--- src/rtl/pc_fetch_unit_if.sv ---
// Bundle between the fetch front end and the pipeline around it.
// The pipeline drives the hazard and redirect requests. The fetch unit
// answers with the fetch address, the PC+4 value, the flush strobes,
// the interrupt acknowledge and the saved return address.
interface pc_fetch_unit_if;
  logic        datahazard;
  logic        illop;
  logic [31:0] id_pcplus;
  logic        id_jump;
  logic [25:0] id_target;
  logic        id_jr;
  logic [31:0] id_rs;
  logic        ex_branch;
  logic [31:0] ex_pcplus;
  logic [15:0] ex_imm16;
  logic        irq;
  logic [31:0] pc;
  logic [31:0] pcplus;
  logic        flush_ifid;
  logic        flush_idex;
  logic        irq_ack;
  logic [31:0] epc;

  // Pipeline / environment side: it issues the requests and consumes the fetch results.
  modport master (
    output datahazard, illop, id_pcplus, id_jump, id_target, id_jr, id_rs,
           ex_branch, ex_pcplus, ex_imm16, irq,
    input  pc, pcplus, flush_ifid, flush_idex, irq_ack, epc
  );

  // Fetch unit side.
  modport slave (
    input  datahazard, illop, id_pcplus, id_jump, id_target, id_jr, id_rs,
           ex_branch, ex_pcplus, ex_imm16, irq,
    output pc, pcplus, flush_ifid, flush_idex, irq_ack, epc
  );
endinterface

--- src/rtl/pc_fetch_unit.sv ---
// Instruction-fetch front end. It owns the program counter and picks the
// next PC from these sources, highest priority first: reset, illegal-op
// trap, taken branch, interrupt, stall, jump, jump-register, then
// sequential. It also produces the IF/ID and ID/EX flush strobes and keeps
// the exception return address.
// Optional feature: define PC_FETCH_IRQ_EN to enable external interrupt
// handling. Without it, irq is ignored and irq_ack stays 0.
module pc_fetch_unit #(
  parameter logic [31:0] RESET_PC = 32'h8000_0000,
  parameter logic [31:0] ILLOP_PC = 32'h8000_0004,
  parameter logic [31:0] XADR_PC  = 32'h8000_0008
) (
  input logic           clk,
  input logic           reset,
  pc_fetch_unit_if.slave bus
);

  logic [31:0] pc_r;
  logic [31:0] epc_r;
  logic [31:0] pc_next;
  logic [31:0] epc_next;
  logic [31:0] pcplus_w;
  logic [31:0] branch_sum;
  logic [31:0] jump_target;
  logic        flush_ifid_w;
  logic        flush_idex_w;
  logic        irq_ack_w;
  logic        irq_take;

  // Bit 31 is the kernel-mode flag. The +4 increment and branch
  // arithmetic only wrap inside bits 30:0, so they never change mode.
  assign pcplus_w    = {pc_r[31], pc_r[30:0] + 31'd4};
  assign branch_sum  = bus.ex_pcplus + {{14{bus.ex_imm16[15]}}, bus.ex_imm16, 2'b00};
  assign jump_target = {bus.id_pcplus[31:28], bus.id_target, 2'b00};

`ifdef PC_FETCH_IRQ_EN
  logic irq_d;
  logic irq_pend;

  // An interrupt is taken only in user mode, and only when no trap, branch or stall competes for the slot.
  assign irq_take = irq_pend & ~pc_r[31] & ~bus.illop & ~bus.ex_branch & ~bus.datahazard;

  // Catch rising edges of irq. A request stays pending until it is taken. A new rise while one is pending merges into it.
  always_ff @(posedge clk) begin
    if (reset) begin
      irq_d    <= 1'b0;
      irq_pend <= 1'b0;
    end else begin
      irq_d    <= bus.irq;
      irq_pend <= irq_take ? 1'b0 : (irq_pend | (bus.irq & ~irq_d));
    end
  end
`else
  logic        irq_unused;
  logic [31:0] xadr_unused;
  assign irq_unused  = bus.irq;
  assign xadr_unused = XADR_PC;
  assign irq_take    = 1'b0;
`endif

  // Next-PC priority chain. The flush and ack strobes come out in the same cycle as the redirect decision.
  always_comb begin
    pc_next      = pcplus_w;
    epc_next     = epc_r;
    flush_ifid_w = 1'b0;
    flush_idex_w = 1'b0;
    irq_ack_w    = 1'b0;
    if (reset) begin
      pc_next  = RESET_PC;
      epc_next = 32'h0;
    end else if (bus.illop) begin
      pc_next      = ILLOP_PC;
      epc_next     = bus.id_pcplus;
      flush_ifid_w = 1'b1;
    end else if (bus.ex_branch) begin
      pc_next      = {bus.ex_pcplus[31], branch_sum[30:0]};
      flush_ifid_w = 1'b1;
      flush_idex_w = 1'b1;
    end else if (irq_take) begin
      pc_next      = XADR_PC;
      epc_next     = pc_r;
      flush_ifid_w = 1'b1;
      irq_ack_w    = 1'b1;
    end else if (bus.datahazard) begin
      pc_next = pc_r;
    end else if (bus.id_jump) begin
      pc_next      = jump_target;
      flush_ifid_w = 1'b1;
    end else if (bus.id_jr) begin
      pc_next      = bus.id_rs;
      flush_ifid_w = 1'b1;
    end
  end

  // PC and EPC registers. Reset is synchronous and returns the core to kernel mode.
  always_ff @(posedge clk) begin
    if (reset) begin
      pc_r  <= RESET_PC;
      epc_r <= 32'h0;
    end else begin
      pc_r  <= pc_next;
      epc_r <= epc_next;
    end
  end

  assign bus.pc         = pc_r;
  assign bus.pcplus     = pcplus_w;
  assign bus.epc        = epc_r;
  assign bus.flush_ifid = flush_ifid_w;
  assign bus.flush_idex = flush_idex_w;
  assign bus.irq_ack    = irq_ack_w;

endmodule

--- src/flat_wrapper.sv ---
// flat-port wrapper written by rule: the top's interface ports become plain ports
module pc_fetch_unit_flat 
#(
  parameter logic [31:0] RESET_PC = 32'h8000_0000,
  parameter logic [31:0] ILLOP_PC = 32'h8000_0004,
  parameter logic [31:0] XADR_PC  = 32'h8000_0008
)
  (clk, reset, bus_datahazard, bus_illop, bus_id_pcplus, bus_id_jump, bus_id_target, bus_id_jr, bus_id_rs, bus_ex_branch, bus_ex_pcplus, bus_ex_imm16, bus_irq, bus_pc, bus_pcplus, bus_flush_ifid, bus_flush_idex, bus_irq_ack, bus_epc);
  pc_fetch_unit_if bus_i ();
  input logic clk;
  input logic reset;
  input wire logic [$bits(bus_i.datahazard)-1:0] bus_datahazard;
  input wire logic [$bits(bus_i.illop)-1:0] bus_illop;
  input wire logic [$bits(bus_i.id_pcplus)-1:0] bus_id_pcplus;
  input wire logic [$bits(bus_i.id_jump)-1:0] bus_id_jump;
  input wire logic [$bits(bus_i.id_target)-1:0] bus_id_target;
  input wire logic [$bits(bus_i.id_jr)-1:0] bus_id_jr;
  input wire logic [$bits(bus_i.id_rs)-1:0] bus_id_rs;
  input wire logic [$bits(bus_i.ex_branch)-1:0] bus_ex_branch;
  input wire logic [$bits(bus_i.ex_pcplus)-1:0] bus_ex_pcplus;
  input wire logic [$bits(bus_i.ex_imm16)-1:0] bus_ex_imm16;
  input wire logic [$bits(bus_i.irq)-1:0] bus_irq;
  output wire logic [$bits(bus_i.pc)-1:0] bus_pc;
  output wire logic [$bits(bus_i.pcplus)-1:0] bus_pcplus;
  output wire logic [$bits(bus_i.flush_ifid)-1:0] bus_flush_ifid;
  output wire logic [$bits(bus_i.flush_idex)-1:0] bus_flush_idex;
  output wire logic [$bits(bus_i.irq_ack)-1:0] bus_irq_ack;
  output wire logic [$bits(bus_i.epc)-1:0] bus_epc;
  assign bus_i.datahazard = bus_datahazard;
  assign bus_i.illop = bus_illop;
  assign bus_i.id_pcplus = bus_id_pcplus;
  assign bus_i.id_jump = bus_id_jump;
  assign bus_i.id_target = bus_id_target;
  assign bus_i.id_jr = bus_id_jr;
  assign bus_i.id_rs = bus_id_rs;
  assign bus_i.ex_branch = bus_ex_branch;
  assign bus_i.ex_pcplus = bus_ex_pcplus;
  assign bus_i.ex_imm16 = bus_ex_imm16;
  assign bus_i.irq = bus_irq;
  assign bus_pc = bus_i.pc;
  assign bus_pcplus = bus_i.pcplus;
  assign bus_flush_ifid = bus_i.flush_ifid;
  assign bus_flush_idex = bus_i.flush_idex;
  assign bus_irq_ack = bus_i.irq_ack;
  assign bus_epc = bus_i.epc;
  pc_fetch_unit #(.RESET_PC(RESET_PC), .ILLOP_PC(ILLOP_PC), .XADR_PC(XADR_PC)) u_core (.clk(clk), .reset(reset), .bus(bus_i));
endmodule
--- config.mk ---
export PLATFORM = sky130hd
export DESIGN_NAME = pc_fetch_unit_flat
export DESIGN_NICKNAME = d
export VERILOG_FILES = /design/src/rtl/pc_fetch_unit_if.sv /design/src/rtl/pc_fetch_unit.sv /design/src/flat_wrapper.sv
export SDC_FILE = /design/constraint.sdc
export NUM_CORES = 1
export LEC_CHECK = 0
export CAP_MARGIN = 20
export CORE_ASPECT_RATIO = 1.75
export CORE_MARGIN = 4
export CORE_UTILIZATION = 45
export CTS_CLUSTER_DIAMETER = 200
export DETAILED_ROUTE_END_ITERATION = 8
export PLACE_DENSITY = 0.94
export SETUP_SLACK_MARGIN = 0.5
export SYNTH_ARGS = -nofsm -noshare
export SYNTH_HDL_FRONTEND = slang
export SYNTH_SLANG_ARGS = --single-unit
export TNS_END_PERCENT = 10
--- constraint.sdc ---
create_clock -name clk -period 4.2 [get_ports clk]
set_input_delay 0.42 -clock clk [delete_from_list [all_inputs] [get_ports clk]]
set_output_delay 0.42 -clock clk [all_outputs]
set_load 0.05 [all_outputs]
* Word-level counts from Yosys, hierarchy flattened
Cells that the tools add are included.
W data, S select, Z words.
** Cells by class
- Equal/unequal tests :: 2
- Add/sub/neg operators :: 2
- Mux-type cells :: 14
- Reduce and logical (&&, ||, !) cells :: 3
** Operator list (count)
- $mux W32 :: 4
- $add A31 B3 Y31 const B :: 1
- $add A31 B31 Y31 :: 1
- $mux W1 :: 9
- $mux W3 :: 1
- $ne A3 B1 Y1 const B :: 1
- $reduce_bool A3 Y1 :: 1
- $ne A2 B1 Y1 const B :: 1
- $reduce_and A2 Y1 :: 1
- $reduce_or A2 Y1 :: 1
** Word-level totals
- Word-level logic and storage cells :: 25
- Input port bits :: 146
- Flip-flop bits (word level) :: 64
- Output and inout port bits :: 99

* Depth between registers and ports, before layout
- Depth after elaboration :: 6
- Gate-level depth with buffers :: 10
- Depth with buffers taken out :: 10

* Least setup slack after synthesis
Ideal clock, no wire load.
- Kind :: register to output
- Start :: reg u_core.pc_r[2] (netlist: u_core.bus.pc[2])
- End :: out bus_pcplus[28]
- Path slack :: 0.969 ns
- Data required time :: 3.780 ns
- Data arrival time :: 2.811 ns
- Cell stages (with the launch flop) :: 9
- Path buffers :: 1
- Path through :: dfxtp_1 -> ha_1 -> and3_1 -> clkbuf_1 -> nand2_1 -> nor2_1 -> nand3_1 -> nor3_1 -> xor2_1
** Between the ends
- Cells in the longest elaborated chain, start to end :: 1
** RTL lines
- start, declared :: line pc_fetch_unit.sv:18 : logic [31:0] pc_r;
- start signal, assigned :: line pc_fetch_unit.sv:101 : pc_r <= pc_next;
- $add A31 B3 Y31 :: line pc_fetch_unit.sv:32 : assign pcplus_w = {pc_r[31], pc_r[30:0] + 31'd4};
- end, declared :: line flat_wrapper.sv:24 : output wire logic [$bits(bus_i.pcplus)-1:0] bus_pcplus;
Every way passes these cells.

* Final worst setup path
- Start :: reg u_core.pc_r[2] (netlist: u_core.bus.pc[2])
- End :: out bus_pcplus[26]
Same word-level chain as after synthesis.

==> results.json <==
{
  "mostFrequentLayoutCells": "clkdlybuf4s50_1 (237), nor2_1 (80), dfxtp_1 (64)",
  "hp-class": "flop to flop",
  "worst-setup-path-type": "flop to primary output",
  "ios": 245,
  "cpMostUsedCell": "nor2_1",
  "r2r_cells": 8,
  "antenna_found_initial": 0,
  "drtPass1Iterations": 5,
  "rr_startpoint": "u_core.bus.pc[6]",
  "maxSlewViolCount": 0,
  "min_to": "u_core.bus.epc[10]",
  "critPathCaptureType": "primary output",
  "die_w_um": 88.8,
  "vdd_drop_max_v": 0.000294,
  "core_area_um2": 11200,
  "synth.distinct_cells": 65,
  "rsz0062_at_grt": "yes",
  "worstHoldStart": "u_core.bus.epc[10]",
  "drt_iter0_markers": 294,
  "finalCritPeriodShare_pct": 86.9,
  "pre_cts_ws_ns": 0.609,
  "fin_ws_ns": 0.552,
  "antenna_left": 0,
  "outcome": "finished, final reports clean",
  "portBuffers": 242,
  "fillers": 861,
  "dpl.hpwl_um": 15500,
  "area_growth_pct": 53.5,
  "grt_pass1_vias": 5840,
  "clk_latency_ns": 0.33,
  "setup_viol": 0,
  "htreeDepth": 3,
  "max_clock_freq_mhz": 274,
  "nets": 1042,
  "gr-usage-all-layers_pct": 28.5,
  "crit_chain": "ha_1, and3_1, nand2_1, nor2_1, nand3_1, nor2_1, xor2_1, clkdlybuf4s50_1",
  "start_kind": "flop",
  "mostFrequentLayoutCell": "clkdlybuf4s50_1",
  "numCtsBuffers": 9,
  "post-route-min-period_ns": 3.65,
  "power_mw": 2.36,
  "syn_inst": 647,
  "synth_nets": 823,
  "max-slew-margin-rel_pct": 28.0,
  "post_cts_buffers": 0,
  "max_stage_delay_ns": 0.85,
  "ctsLongestPathBuffers": 2,
  "yosysWarnings": 0,
  "hold_buffers": 0,
  "vias": 5897,
  "cts_root_buffer": "clkbuf_16",
  "crit_family": "simple AND/OR/NAND/NOR gates",
  "syn_area_per_cell_um2": 7.95,
  "tns_ns": 0,
  "synth_edf_count": 0,
  "maxCapViolCount": 0,
  "grt_first_pass_wirelength_um": 29500,
  "p_per_area_nw_per_um2": 299,
  "fin_area_um2": 7900,
  "wl_per_cell_um": 19.4,
  "cp.arrival_ns": 3.23,
  "grt.overflow.total": 0,
  "cp_max_fo": 8,
  "timing.critical_path.buf_inv": 1,
  "start_util_pct": 46.1,
  "cts_tree": "done",
  "clk_pin_slew_worst_paths_ns": 0.06,
  "wirelength_um": 19500,
  "clkSinkCount": 64,
  "avgViaCountPerCell": 5.88,
  "gp_congestion": 0.962,
  "die_area_um2": 13300,
  "tightest_slew_ns": 1.07,
  "yosys_most_used_dff": "dfxtp_1",
  "reg2reg_to": "u_core.bus.pc[29]",
  "diodes": 0,
  "dpl_cell_area_um2": 7610,
  "synth_seq_cells": 64,
  "holdPathStages": 2,
  "drcViolationCount": 0,
  "p_leak_nw": 3.26,
  "fp.dieH_um": 149,
  "cp.required_ns": 3.78,
  "clock_skew_ns": 0.00614,
  "hold_viol_final": 0,
  "mappedNetlistArea_um2": 5140,
  "ys_seq_area_share_pct": 24.9,
  "async_flop_share_pct": 0,
  "cp_slowest_cell": "clkdlybuf4s50_1",
  "r2r_slack_ns": 1.50,
  "grt_max_degree": 37,
  "rows": 51,
  "drive_gt1_share_pct": 4.59
}
==> power by group <==
group	switching, mW	total (mW)	internal (mW)
Combinational	0.540	0.941	0.401
Clock	0.273	0.729	0.456
Sequential	0.0445	0.692	0.647
==> worst reg2reg max path: cells and delay by family (launching register included) <==
kind            cells  cell delay (ns)
simple gates        4             1.38
compound gates      2             0.48
flops               1             0.43
xor+xnor            1             0.15
mux                 1             0.13
==> per-stage QoR <==
stage               util (%)  std cells  hold slack, ns
finish                  70.7       1003           0.493
global route            70.7       1003           0.520
CTS                     70.7       1003           0.499
detailed placement      68.1        987           0.483
global placement        68.1        987           0.472
floorplan                  -        647           0.567
==> cells in the mapped netlist, types with 4 or more instances <==
cell       n  area share (%)
a211oi_1   6            0.88
a21boi_0   5            0.73
a21o_1    15             2.2
a21oi_1   47             4.6
a221oi_1  11             1.9
and2_1     5            0.61
and3_1    10             1.2
buf_1      7            0.51
buf_4      5            0.73
clkbuf_1  28             2.0
dfxtp_1   64              25
ha_1      29             7.1
inv_1     14             1.0
mux2i_1   52              10
nand2_1   41             3.0
nand3_1   17             1.7
nand4_1    5            0.61
nor2_1    80             5.8
nor2b_1    4            0.49
nor3_1     8            0.78
o211ai_1  11             1.6
o21a_1     8             1.2
o21ai_0   39             3.8
o21bai_1   4            0.58
o22ai_1   14             1.7
o31ai_1    4            0.58
or3_1      5            0.61
xnor2_1   27             4.6
xor2_1    25             4.3
==> layout make-up <==
class                   count  area (um2)  area share, %
multi-input cells         526        3620           45.9
flip-flops and latches     64        1280           16.2
clock buffers              10         229           2.90
well taps                 132         165           2.09
repair buffers            250        2480           31.5
inverters                  15        56.3          0.713
clock inverters             6        60.1          0.761
==> layer usage <==
layer	GRT usage, %	routed length [um]	vias to the layer above
met5	0	0	-
met4	16.3	1030	0
met3	4.68	1360	72
met2	50.5	10200	284
met1	31.0	6930	2737
li1	-	-	2804
==> how the worst max path moves through the flow <==
stage / end / depth (start not counted) / from
floorplan: bus_pcplus[28] / 8 / u_core.bus.pc[2]
global placement: u_core.bus.pc[26] / 11 / bus_ex_imm16[0]
detailed placement: u_core.bus.pc[26] / 11 / bus_ex_imm16[0]
CTS: bus_pcplus[23] / 7 / u_core.bus.pc[6]
global route: bus_pcplus[26] / 8 / u_core.bus.pc[2]
finish: bus_pcplus[26] / 8 / u_core.bus.pc[2]
==> what timing repair did <==
| action | in CTS | in global routing |
|---|---|---|
| setup endpoints to repair | 1 | 4 |
| pin swaps | 0 | 0 |
| gates resized for setup | 1 | 1 |
==> state kept, by name, indices dropped and copies added (netlist names) <==
signal / flops
u_core.bus.epc: 32
u_core.bus.pc: 32
==> logic make-up after synthesis <==
kind of cell | count (synthesis) | synth area share (%)
buffers and inverters | 57 | 4.69
adders and majority gates | 30 | 7.44
and+or+nand+nor | 193 | 18.0
AOI/OAI and AO/OA | 194 | 25.0
xor gates and xnor gates | 53 | 9.17
muxes | 55 | 10.8
other | 1 | 0.0729
DFF | 64 | 24.9
No activity file was read; power rests on OpenSTA's default activity.
